File: config.mk
export PLATFORM = sky130hd
export DESIGN_NAME = crc_gen
export DESIGN_NICKNAME = d
export VERILOG_FILES = /design/src/rtl/crc_gen_pkg.sv /design/src/rtl/crc32_byte_update.sv /design/src/rtl/crc_gen.sv
export SDC_FILE = /design/constraint.sdc
export NUM_CORES = 1
export LEC_CHECK = 0
export ABC_AREA = 1
export CORE_MARGIN = 3
export CORE_UTILIZATION = 30
export DETAILED_ROUTE_END_ITERATION = 10
export GPL_TIMING_DRIVEN = 1
export HOLD_SLACK_MARGIN = 0.02
export PLACE_DENSITY = 0.53
export SETUP_SLACK_MARGIN = 0.05
export SLEW_MARGIN = 15
export SYNTH_ARGS = -nofsm -noshare
export SYNTH_HDL_FRONTEND = slang
export SYNTH_SLANG_ARGS = --single-unit
File: constraint.sdc
create_clock -name i_clk -period 4 [get_ports i_clk]
set_input_delay 0.4 -clock i_clk [delete_from_list [all_inputs] [get_ports i_clk]]
set_output_delay 0.4 -clock i_clk [all_outputs]
set_load 0.02 [all_outputs]
File: src/rtl/crc_gen_pkg.sv
// ============================================================================
// Module      : crc_gen_pkg
// Description : Shared constants for the byte-serial CRC-32/ISO-HDLC generator.
// Revision    : 1.0 - initial release
// ============================================================================
`default_nettype none

package crc_gen_pkg;

    localparam logic [31:0] CRC_POLY_REFL = 32'hEDB88320;
    localparam logic [31:0] CRC_INIT      = 32'hFFFFFFFF;
    localparam logic [31:0] CRC_XOROUT    = 32'hFFFFFFFF;
    // Register value after a message followed by its own CRC, LSB byte first.
    localparam logic [31:0] CRC_RESIDUE   = 32'hDEBB20E3;

endpackage : crc_gen_pkg

`default_nettype wire

File: src/rtl/crc32_byte_update.sv
// ============================================================================
// Module      : crc32_byte_update
// Description : Combinational one-byte update of a reflected CRC-32 register.
// Revision    : 1.0 - initial release
// ============================================================================
`default_nettype none

module crc32_byte_update
    import crc_gen_pkg::*;
(
    input  logic [31:0] crc_in,
    input  logic [7:0]  data,
    output logic [31:0] crc_out
);

    logic [31:0] w_stage [9];

    assign w_stage[0] = crc_in ^ {24'd0, data};

    // Reflected data means the LSB is shifted out first at each of the 8 steps.
    for (genvar g = 0; g < 8; g++) begin : g_bit
        assign w_stage[g+1] = w_stage[g][0] ? ((w_stage[g] >> 1) ^ CRC_POLY_REFL)
                                            :  (w_stage[g] >> 1);
    end

    assign crc_out = w_stage[8];

endmodule : crc32_byte_update

`default_nettype wire

File: src/rtl/crc_gen.sv
// ============================================================================
// Module      : crc_gen
// Description : Byte-serial CRC-32 (Ethernet/zlib) generator with byte-wide
//               read-out, LSB byte first. Optional CRC_GEN_CHECK_EN adds
//               o_crc_ok, a residue match flag for frame verification.
// Revision    : 1.0 - initial release
// ============================================================================
`default_nettype none

module crc_gen
    import crc_gen_pkg::*;
(
    input  logic       i_clk,
    input  logic       i_rst_n,
    input  logic       i_init,
    input  logic [7:0] i_data,
    input  logic       i_data_en,
    input  logic       i_data_rd,
    output logic [7:0] o_crc
`ifdef CRC_GEN_CHECK_EN
    ,
    output logic       o_crc_ok
`endif
);

    logic [31:0] r_crc;
    logic [1:0]  r_rd_ptr;
    logic [31:0] w_crc_next;
    logic [31:0] w_crc_final;

    crc32_byte_update u_byte_update (
        .crc_in  (r_crc),
        .data    (i_data),
        .crc_out (w_crc_next)
    );

    // init beats data, data beats read; any new byte rewinds the read pointer.
    always_ff @(posedge i_clk or negedge i_rst_n) begin
        if (!i_rst_n) begin
            r_crc    <= CRC_INIT;
            r_rd_ptr <= 2'd0;
        end else if (i_init) begin
            r_crc    <= CRC_INIT;
            r_rd_ptr <= 2'd0;
        end else if (i_data_en) begin
            r_crc    <= w_crc_next;
            r_rd_ptr <= 2'd0;
        end else if (i_data_rd) begin
            r_rd_ptr <= r_rd_ptr + 2'd1;
        end
    end

    assign w_crc_final = r_crc ^ CRC_XOROUT;

    always_comb begin
        o_crc = w_crc_final[7:0];
        case (r_rd_ptr)
            2'd0:    o_crc = w_crc_final[7:0];
            2'd1:    o_crc = w_crc_final[15:8];
            2'd2:    o_crc = w_crc_final[23:16];
            default: o_crc = w_crc_final[31:24];
        endcase
    end

`ifdef CRC_GEN_CHECK_EN
    assign o_crc_ok = (r_crc == CRC_RESIDUE);
`endif

endmodule : crc_gen

`default_nettype wire

==> flow_summary.json, run 1 <==
{
  "ys_warn_count": 0,
  "synth_flop_cell": "dfstp_2",
  "irDropWorstVdd_uv": 261,
  "rows": 35,
  "power_mw": 2.13,
  "cts_setup_buffers": 0,
  "ys_ff_latch": 34,
  "grt_max_degree": 30,
  "cp_max_fo": 16,
  "slew_headroom_pct": 31.3,
  "yosysUniqueCellTypes": 35,
  "antenna_found_initial": 0,
  "crit_type": "reg2out",
  "via_per_inst": 4.60,
  "critPathLaunchType": "flop",
  "synth_nets": 397,
  "hpwl_um": 5390,
  "ant_nets": 0,
  "drive_gt1_share_pct": 24.8,
  "syn_area_per_cell_sq_um": 7.69,
  "setup_tns_ns": 0,
  "cp.required_ns": 3.60,
  "diodes": 0,
  "area_growth_pct": 13.9,
  "clkLatencyLatePin_ns": 0.29,
  "drv_slew": 0,
  "port-buffer-count": 20,
  "grt-ovfl-total": 0,
  "die_area_sq_um": 11000,
  "clkTransAtPathRegs_ns": 0.08,
  "reg2reg_setup_slack_ns": 2.16,
  "drtIter0Drc": 115,
  "grt_usage_pct": 14.1,
  "p_sw_uw": 980,
  "core_sq_um": 9370,
  "vias": 2434,
  "end_kind": "output port",
  "synth_area_sq_um": 2920,
  "pin_count": 21,
  "synth-seq-area-share_pct": 30.5,
  "skew_ns": 0.00827,
  "die_w_um": 105,
  "maxCapViolCount": 0,
  "first_global_vias": 2377,
  "die_h_um": 105,
  "cts_tree": "done",
  "power.share.switching_pct": 46.0,
  "utilization_pct": 35.6,
  "worstMarginPinSlew_ns": 1.03,
  "p_int_mw": 1.15,
  "synth_cells": 380,
  "p_comb_share_pct": 57.3,
  "cts_buffer_depth": 2,
  "placed_area_sq_um": 3240,
  "hp-class": "reg2reg",
  "finalWirelength_um": 7560,
  "drc": 0,
  "gp_congestion": 0.816,
  "status": "finished clean",
  "hold_viol_final": 0,
  "cts_inserted_buffers": 5,
  "synth_edf_count": 0,
  "nets": 416,
  "wire_per_inst_um": 14.3,
  "async_flop_share_pct": 100,
  "stdcell_area_sq_um": 3330,
  "pwr-share-clk_pct": 13.0,
  "min_period_ns": 2.70,
  "rsz0062_at_grt": "false",
  "hold_buffers": 0,
  "seq_power_share_pct": 29.7,
  "arrival_ns": 2.30,
  "timing.hold.ws_ns": 0.496,
  "power.density_nw_per_um2": 639,
  "drt_first_pass_iters": 4,
  "clock.fmax_ghz": 0.370,
  "grt_pass1_wl_um": 12200,
  "cts.sinks": 34,
  "fin_crit_sh_pct": 67.5,
  "htreeDepth": 2,
  "cts-root-buf": "clkbuf_8",
  "initial_core_util_pct": 31.2,
  "post_cts_resized": 0,
  "finalSetupViolations": 0,
  "p_leak_nw": 1.49
}
[routing by layer]
| layer | global-route usage (%) | up-vias | part of all wire (%) |
|---|---|---|---|
| met4 | 3.37 | 0 | 0.81 |
| met1 | 18.6 | 1144 | 46 |
| met5 | 0 | - | 0 |
| met3 | 2.47 | 6 | 4.9 |
| li1 | - | 1236 | - |
| met2 | 23.8 | 48 | 48 |
[cells by family (layout without fill, tap and decap cells)]
family,count (synthesis),count (layout),share of synthesized area (%)
compound gates,54,54,11.1
xor+xnor,46,46,17.4
fa+ha+maj,4,4,1.71
buf+inv,72,92,10.1
flops,34,34,30.5
simple gates,170,170,29.3
[placed cells by master, fill, tap and decap left out, types with 6 or more instances in the layout]
cell / n
nand2_1: 99
inv_1: 45
dfstp_2: 32
xor2_1: 26
o22ai_1: 22
nand3_1: 21
clkdlybuf4s50_1: 20
inv_2: 16
a21oi_1: 15
nand2_2: 14
nor2_1: 14
xnor2_1: 12
nand2_4: 9
a211oi_1: 7
clkbuf_8: 6
[synth_stat cells, drive strengths merged, types with 2 or more instances]
cell type	count	area [sq um]
nand2	126	641
inv	62	235
dfstp	32	841
xor2	32	359
o22ai	22	138
nand3	21	105
a21oi	15	75.1
nor2	15	58.8
xnor2	14	149
a211oi	7	52.6
buf	6	45.0
o21ai	6	30.0
or2	6	40.0
clkbuf	4	15.0
ha	4	50.1
a31oi	2	12.5
dfrtp	2	50.1
[state kept, by name (all words and copies together), names as in the netlist]
name	flops
r_crc	32
r_rd_ptr	2
[final timing paths]
| path | cells after the start | end | start |
|---|---|---|---|
| setup / recovery | 4 | o_crc[6] | r_rd_ptr[0] |
| hold / removal | 2 | r_crc[20] | r_crc[20] |
| setup reg to reg | 10 | r_crc[22] | r_crc[0] |
| hold reg to reg | 2 | r_crc[20] | r_crc[20] |
| max in group asynchronous | 2 | r_crc[31] | i_rst_n |
| min in group asynchronous | 1 | r_rd_ptr[0] | i_rst_n |
[worst max-delay path, cell delays in order, from the launching register on]
cell and delay (ns):
dfrtp_1 0.41, ha_1 0.62, a211oi_1 0.11, a21oi_1 0.22
clkdlybuf4s50_1 0.65
[power by group through the flow]
stage | Clock (mW) | Combinational (mW) | Sequential (mW)
final | 0.277 | 1.22 | 0.634
after global routing | 0.296 | 1.37 | 0.652
after CTS | 0.288 | 1.23 | 0.634
after detailed placement | 0 | 1.22 | 0.639
after global placement | 0 | 1.21 | 0.637
after floorplan | 0 | 0.981 | 0.608
[per-stage QoR]
| step | setup WS (ns) | instances |
|---|---|---|
| floorplan | 2.15 | 380 |
| global placement | 1.68 | 521 |
| detailed placement | 1.65 | 521 |
| CTS | 1.31 | 529 |
| global route | 1.15 | 529 |
| finish | 1.30 | 529 |
[layout make-up]
cell class / instances / area [sq um]
Clock buffer: 7 / 86.3
Clock inverter: 1 / 5.00
Fill cell: 1031 / 6040
Inverter: 62 / 235
Multi-Input combinational cell: 274 / 1740
Sequential cell: 34 / 891
Tap cell: 129 / 161
Timing Repair Buffer: 22 / 215
Power figures use the tool's default switching activity.
==> run 2: changes to the inputs <==
- clock period: 4 -> 2.5 ns (I/O delays scaled with it)
==> run 2 against run 1 <==
Effect of this change:
- the flow now finishes with violations (setup timing)
- first-iteration DRC count down 6.1%
- global-route usage up 0.44 points
- total power up 58%
- largest power group unchanged
==> flow_summary.json, run 2 (synthesized netlist as in run 1, its figures left out) <==
{
  "drtIter0Drc": 108,
  "final_common_cell": "nand2_1",
  "drive_gt1_share_pct": 25.8,
  "slew_headroom_pct": 63.3,
  "stdcell_area_sq_um": 3380,
  "p_comb_share_pct": 58.1,
  "setup_slack_ns": -0.0270,
  "grt-ovfl-total": 0,
  "violations": "setup timing",
  "hpwl_um": 5650,
  "drt_first_pass_iters": 5,
  "hold_buffers": 0,
  "finalSetupViolations": 1,
  "cts_buffer_depth": 2,
  "clock.fmax_ghz": 0.396,
  "htreeDepth": 2,
  "post_cts_resized": 0,
  "cp_top_family": "buffers and inverters",
  "port-buffer-count": 20,
  "worstSetupEndpoint": "o_crc[5]",
  "place_inst": 529,
  "skew_ns": 0.00661,
  "critPathLaunchType": "flop",
  "power_mw": 3.37,
  "seq_power_share_pct": 30.0,
  "drc": 0,
  "regMostFlops": "r_crc",
  "min_period_ns": 2.53,
  "nets": 424,
  "cts_inserted_buffers": 5,
  "initial_core_util_pct": 31.2,
  "hp-class": "in2async",
  "top_regs": "r_crc: 32 flops, r_rd_ptr: 2 flops",
  "pin_count": 21,
  "placed_area_sq_um": 3300,
  "cp.required_ns": 2.25,
  "power.share.switching_pct": 46.1,
  "arrival_ns": 2.28,
  "grt_pass1_wl_um": 12600,
  "cts_tree": "done",
  "pre_cts_ws_ns": 0.276,
  "utilization_pct": 36.0,
  "drv_slew": 0,
  "pwr-share-clk_pct": 11.9,
  "rsz0062_at_grt": "true",
  "reg2reg_setup_slack_ns": 0.64,
  "irDropWorstVdd_uv": 397,
  "fin_crit_sh_pct": 101,
  "die_h_um": 105,
  "diodes": 0,
  "finalWirelength_um": 7820,
  "worstMarginPinSlew_ns": 0.550,
  "clkTransAtPathRegs_ns": 0.07,
  "power.density_nw_per_um2": 999,
  "worstPathCellList": "inv_1, ha_1, inv_1, o22ai_1, a211oi_1, a21oi_1, clkdlybuf4s50_1",
  "p_int_mw": 1.82,
  "first_global_vias": 2419,
  "vias": 2466,
  "clkLatencyLatePin_ns": 0.29,
  "cts_setup_buffers": 0,
  "cts.sinks": 34,
  "gp_congestion": 0.823,
  "rr_worst_depth": 10,
  "cp_max_fo": 7,
  "timing.hold.ws_ns": 0.393,
  "p_sw_mw": 1.55,
  "maxCapViolCount": 0,
  "max_stage_delay_ns": 0.54,
  "crit_type": "reg2out",
  "reg2reg_from": "r_crc[0]",
  "instances_no_fill": 536,
  "core_sq_um": 9370,
  "cp.depth": 7,
  "via_per_inst": 4.60,
  "die_w_um": 105,
  "hold_viol_final": 0,
  "die_area_sq_um": 11000,
  "largest_register_ffs": 32,
  "wire_per_inst_um": 14.6,
  "p_leak_nw": 1.52,
  "antenna_found_initial": 0,
  "critPathLaunch": "r_rd_ptr[0]",
  "status": "complete, but fails checks",
  "layout_common_cells": "nand2_1 (99), inv_1 (45), dfstp_2 (32)",
  "cts-root-buf": "clkbuf_8",
  "area_growth_pct": 15.5,
  "ant_nets": 0,
  "grt_usage_pct": 14.5,
  "rr_endpoint": "r_crc[22]",
  "crit_top_cell": "inv_1",
  "crit_path_top_delay_cell": "clkdlybuf4s50_1",
  "end_kind": "output port",
  "setup_tns_ns": -0.0270,
  "rows": 35,
  "grt_max_degree": 35,
  "path_buf_inv": 3
}
## run 2: cell types whose count changed in the layout (fill, tap and decap cells not counted), sizes merged
cell	before	now
buf	2	10
clkinv	1	0
## run 2: worst min-delay path by stage
stage | slack [ns] | startpoint | end
floorplan | -0.05 | i_rst_n | r_rd_ptr[0]
global placement | 0.48 | r_crc[20] | r_crc[20]
detailed placement | 0.47 | r_crc[20] | r_crc[20]
CTS | 0.40 | i_rst_n | r_rd_ptr[1]
global route | 0.42 | i_rst_n | r_rd_ptr[0]
finish | 0.39 | i_rst_n | r_rd_ptr[1]
## run 2: layout make-up
type                    count  area, sq um
flip-flops and latches     34          891
fillers                   990         5990
well taps                 129          161
clock buffers               7         76.3
inverters                  62          235
repair buffers             30          275
multi-input cells         274         1740
## run 2: per-layer routing
layer	wire length (um)	GRT usage, %	share of wire, %	vias to the layer above
met5	0	0	0	-
met4	60	4.40	0.77	0
met3	346	1.91	4.4	5
met2	3660	23.4	47	38
met1	3750	20.2	48	1173
li1	-	-	-	1250
## run 2: power by group through the flow
stage	clock (mW)	combinational, mW	sequential [mW]
2_1_floorplan	0	1.57	0.973
3_3_place_gp	0	1.94	1.01
3_5_place_dp	0	1.97	1.02
4_1_cts	0.412	1.98	1.01
5_1_grt	0.434	2.19	1.04
6_report	0.401	1.96	1.01
==> run 3: changes to the inputs <==
- clock period: 2.5 -> 2.8 ns (I/O delays scaled with it)
==> run 3 against run 2 <==
Effect of this change:
- the run now ends clean
- die area did not move
- critical path type unchanged
- sequential share of layout area rose by 0.39 points
- hold slack improved by 0.024 ns
- critical endpoint is now o_crc[0]
- critical path depth did not move
- via count fell by 0.49%
- global-route usage fell by 0.36 points
- highest routed layer unchanged
- final cell count fell by 1.1%
- register-to-register slack improved by 0.32 ns
- routed wire length fell by 4.0%
- utilization fell by 0.52 points
==> flow_summary.json, run 3 (synthesized netlist as in run 1, its figures left out) <==
{
  "htreeDepth": 2,
  "nets": 417,
  "via_per_inst": 4.63,
  "hpwl_um": 5370,
  "multi_input_area_sq_um": 1740,
  "grt_pass1_wl_um": 12300,
  "setup_tns_ns": 0,
  "drtIter0Drc": 110,
  "cp_max_fo": 7,
  "fin_crit_sh_pct": 90.5,
  "rsz0062_at_grt": "false",
  "power_mw": 3.01,
  "grt-ovfl-total": 0,
  "cts_tree": "done",
  "cts_buffer_depth": 2,
  "grt_usage_pct": 14.2,
  "diodes": 0,
  "cp.required_ns": 2.52,
  "gp_congestion": 0.811,
  "skew_ns": 0.00617,
  "hold_viol_final": 0,
  "regMostFlops": "r_crc",
  "utilization_pct": 35.5,
  "rows": 35,
  "hold_buffers": 0,
  "crit_type": "reg2out",
  "p_leak_nw": 1.49,
  "reg2reg_from": "r_crc[0]",
  "antenna_found_initial": 0,
  "clock.fmax_ghz": 0.395,
  "drt_first_pass_iters": 4,
  "vias": 2454,
  "clkLatencyLatePin_ns": 0.29,
  "end_kind": "output port",
  "wire_per_inst_um": 14.2,
  "core_sq_um": 9370,
  "fillers": 1021,
  "drv_slew": 0,
  "clkTransAtPathRegs_ns": 0.07,
  "slew_headroom_pct": 56.6,
  "largest_register_ffs": 32,
  "cts_setup_buffers": 0,
  "die_w_um": 105,
  "port-buffer-count": 20,
  "die_h_um": 105,
  "post_cts_resized": 0,
  "maxCapViolCount": 0,
  "die_area_sq_um": 11000,
  "area_growth_pct": 13.8,
  "irDropWorstVdd_uv": 464,
  "status": "finished clean",
  "top_regs": "r_crc: 32 flops, r_rd_ptr: 2 flops",
  "layout_common_cells": "nand2_1 (99), inv_1 (45), dfstp_2 (32)",
  "cts.sinks": 34,
  "critPathLaunch": "r_rd_ptr[0]",
  "cts_inserted_buffers": 5,
  "ant_nets": 0,
  "finalSetupViolations": 0,
  "ff_latch_area_sq_um": 891,
  "drc": 0,
  "arrival_ns": 2.25,
  "initial_core_util_pct": 31.2,
  "min_period_ns": 2.53,
  "final_common_cell": "nand2_1",
  "first_global_vias": 2371,
  "cts-root-buf": "clkbuf_8",
  "finalWirelength_um": 7510,
  "hp-class": "in2async",
  "power.density_nw_per_um2": 903,
  "drive_gt1_share_pct": 24.4,
  "worstMarginPinSlew_ns": 0.651,
  "critPathLaunchType": "flop",
  "pin_count": 21,
  "grt_max_degree": 35
}
## run 3: changes by cell type in the layout (fill, tap and decap cells not counted), sizes merged
cell,delta
clkbuf,+1
buf,-7
## run 3: layer usage
layer / up-vias / GRT usage [%] / wire [um]
met5: - / 0 / 0
met2: 47 / 23.4 / 3640
li1: 1236 / - / -
met3: 8 / 2.29 / 335
met1: 1163 / 18.7 / 3430
met4: 0 / 4.97 / 102
## run 3: per-stage QoR
step | worst slack [ns] | instance area, sq um | hold WS (ns) | cells
2_1_floorplan | 1.07 | 2920 | -0.0156 | 380
3_3_place_gp | 0.602 | 3250 | 0.479 | 522
3_5_place_dp | 0.569 | 3250 | 0.489 | 522
4_1_cts | 0.242 | 3330 | 0.417 | 530
5_1_grt | 0.0986 | 3330 | 0.447 | 530
6_report | 0.267 | 3330 | 0.417 | 530
## run 3: worst max-delay path, stage by stage (launching register included)
cell and delay, ns:
dfrtp_1 0.42, inv_1 0.10, ha_1 0.17, inv_1 0.17
o22ai_1 0.21, a211oi_1 0.06, a21oi_1 0.20, clkdlybuf4s50_1 0.64
## run 3: cell type report
type	count	area share, %
Clock buffer	8	2.41
Inverter	62	7.07
Multi-Input combinational cell	274	52.2
Sequential cell	34	26.8
Tap cell	129	4.85
Timing Repair Buffer	23	6.69
## run 3: final timing paths
| check | to | slack [ns] | depth (start not counted) |
|---|---|---|---|
| setup / recovery | o_crc[0] | 0.27 | 7 |
| hold / removal | r_rd_ptr[0] | 0.42 | 2 |
| setup reg to reg | r_crc[22] | 0.96 | 10 |
| hold reg to reg | r_crc[20] | 0.50 | 2 |
| max in group asynchronous | r_crc[26] | 2.04 | 2 |
| min in group i_clk | r_crc[20] | 0.50 | 2 |
## run 3: report_power, final
part | leakage (nW) | switching [mW] | internal, mW | total (mW)
sequential | 0.365 | 0.162 | 0.742 | 0.904
combinational | 1.08 | 1.04 | 0.704 | 1.75
clock | 0.0395 | 0.181 | 0.177 | 0.358
total | 1.49 | 1.38 | 1.62 | 3.01
==> patch: new RTL, config.mk and constraints of run 2 <==
Build with the macro `CRC_GEN_CHECK_EN` defined.
--- a/src/rtl/crc_gen.sv
+++ b/src/rtl/crc_gen.sv
@@ -8,2 +8,4 @@
 `default_nettype none
+
+`define CRC_GEN_CHECK_EN
 
Behaviour (old outputs only; new: o_crc_ok): unchanged (Yosys induction, for registers that start in step).
==> patch against run 2 <==
The run now ends clean; design area shrank 0.44%; area after synthesis shrank 1.7%; routed wire length grew 14%; sequential cell count is the same; total power shrank 5.8%; worst setup slack gained 0.18 ns; maximum frequency grew 7.8%; clock power grew 30%; critical path type unchanged; largest cell class unchanged.
==> patch: results <==
{
  "n_sequential_cell": 34,
  "use_met2_pct": 28.8,
  "hold_slack_ns": 0.391,
  "crit_start": "r_rd_ptr[1]",
  "syn_nets": 441,
  "synth_top_area_share_pct": 29.2,
  "outcome": "finished, final reports clean",
  "final-clk-cell-share_pct": 3.24,
  "fin_worst_skew_ns": 0.00561,
  "ir_drop_uv": 378,
  "synthArstFlopShare_pct": 100,
  "grt_pass1_vias": 2717,
  "synthTopCellsByArea": "dfstp_2 (29%), nand2_1 (18%), inv_1 (8.6%), xor2_1 (8.2%), nand3_1 (4.5%)",
  "drive_gt1_share_pct": 17.1,
  "wl_met2_mm": 4.30,
  "met3_usage_pct": 2.36,
  "place_inst": 572,
  "sh_seq_area_pct": 26.5,
  "crit_family": "buffers and inverters",
  "num_vias": 2779,
  "vias_per_cell": 4.79,
  "buf_share_pct": 7.59,
  "leakage_nw": 1.72,
  "grtUsageMet1_pct": 23.2,
  "multi_input_area_mm2": 0.00167,
  "preCtsSetupSlack_ns": 0.321,
  "ys_top_cells_by_count": "nand2_1 (138), inv_1 (66), dfstp_2 (32), xor2_1 (27), nand3_1 (26)",
  "post_cts_resize_count": 5,
  "dr.pass1.iters": 5,
  "drt-met1-wl_mm": 4.09,
  "hpwl_mm": 6.52,
  "p_sw_w": 0.00148,
  "wl_mm": 8.93,
  "gp_congestion": 0.852,
  "drt-initial-drc-count": 187,
  "reg2reg_depth": 11,
  "clock_power_share_pct": 16.4,
  "p_comb_share_pct": 53.0,
  "slowest_delay_ns": 0.62,
  "fin_nets": 467,
  "tightestPinTransition_ns": 0.748,
  "arrival_ns": 2.09,
  "multi_input_cells": 310,
  "seq_area_frac_synth_pct": 31.0,
  "io_buffers": 21,
  "fin_crit_ns": 2.34,
  "nNonClkBuffers": 26,
  "n_fill_cell": 1055,
  "r2r_slack_ns": 0.68,
  "ys_types": 30,
  "inv_count": 73,
  "r2r_end": "r_crc[27]",
  "grt_usage_pct": 17.0,
  "timing.rr.start": "r_crc[5]",
  "grt_pass1_wl_mm": 14.6,
  "endpoint": "o_crc[2]"
}
[patch: cell count changes in the layout (fill, tap and decap cells not counted), sizes merged, moves of 3 or more]
cell,run 2,this run
buf,10,5
clkdlybuf4s50,20,15
dlymetal6s2s,0,4
inv,62,73
nand2,126,154
nand3,21,26
nor2,15,24
nor4,0,3
xor2,32,27
[patch: metrics by stage]
| step | area (um^2) | utilization, % | power (W) |
|---|---|---|---|
| floorplan | 2880 | - | 0.00217 |
| global placement | 3240 | 34.9 | 0.00264 |
| detailed placement | 3240 | 34.9 | 0.00266 |
| CTS | 3350 | 36.1 | 0.00319 |
| global route | 3360 | 36.2 | 0.00345 |
| finish | 3360 | 36.2 | 0.00318 |
[patch: cell families (layout without fill, tap and decap cells)]
logic type	count (synthesis)	count (layout)	share of synthesized area [%]
flops	34	34	31.0
simple gates	214	214	32.6
compound gates	53	53	11.0
fa+ha+maj	4	4	1.74
xor+xnor	39	39	12.7
buf+inv	80	107	11.0
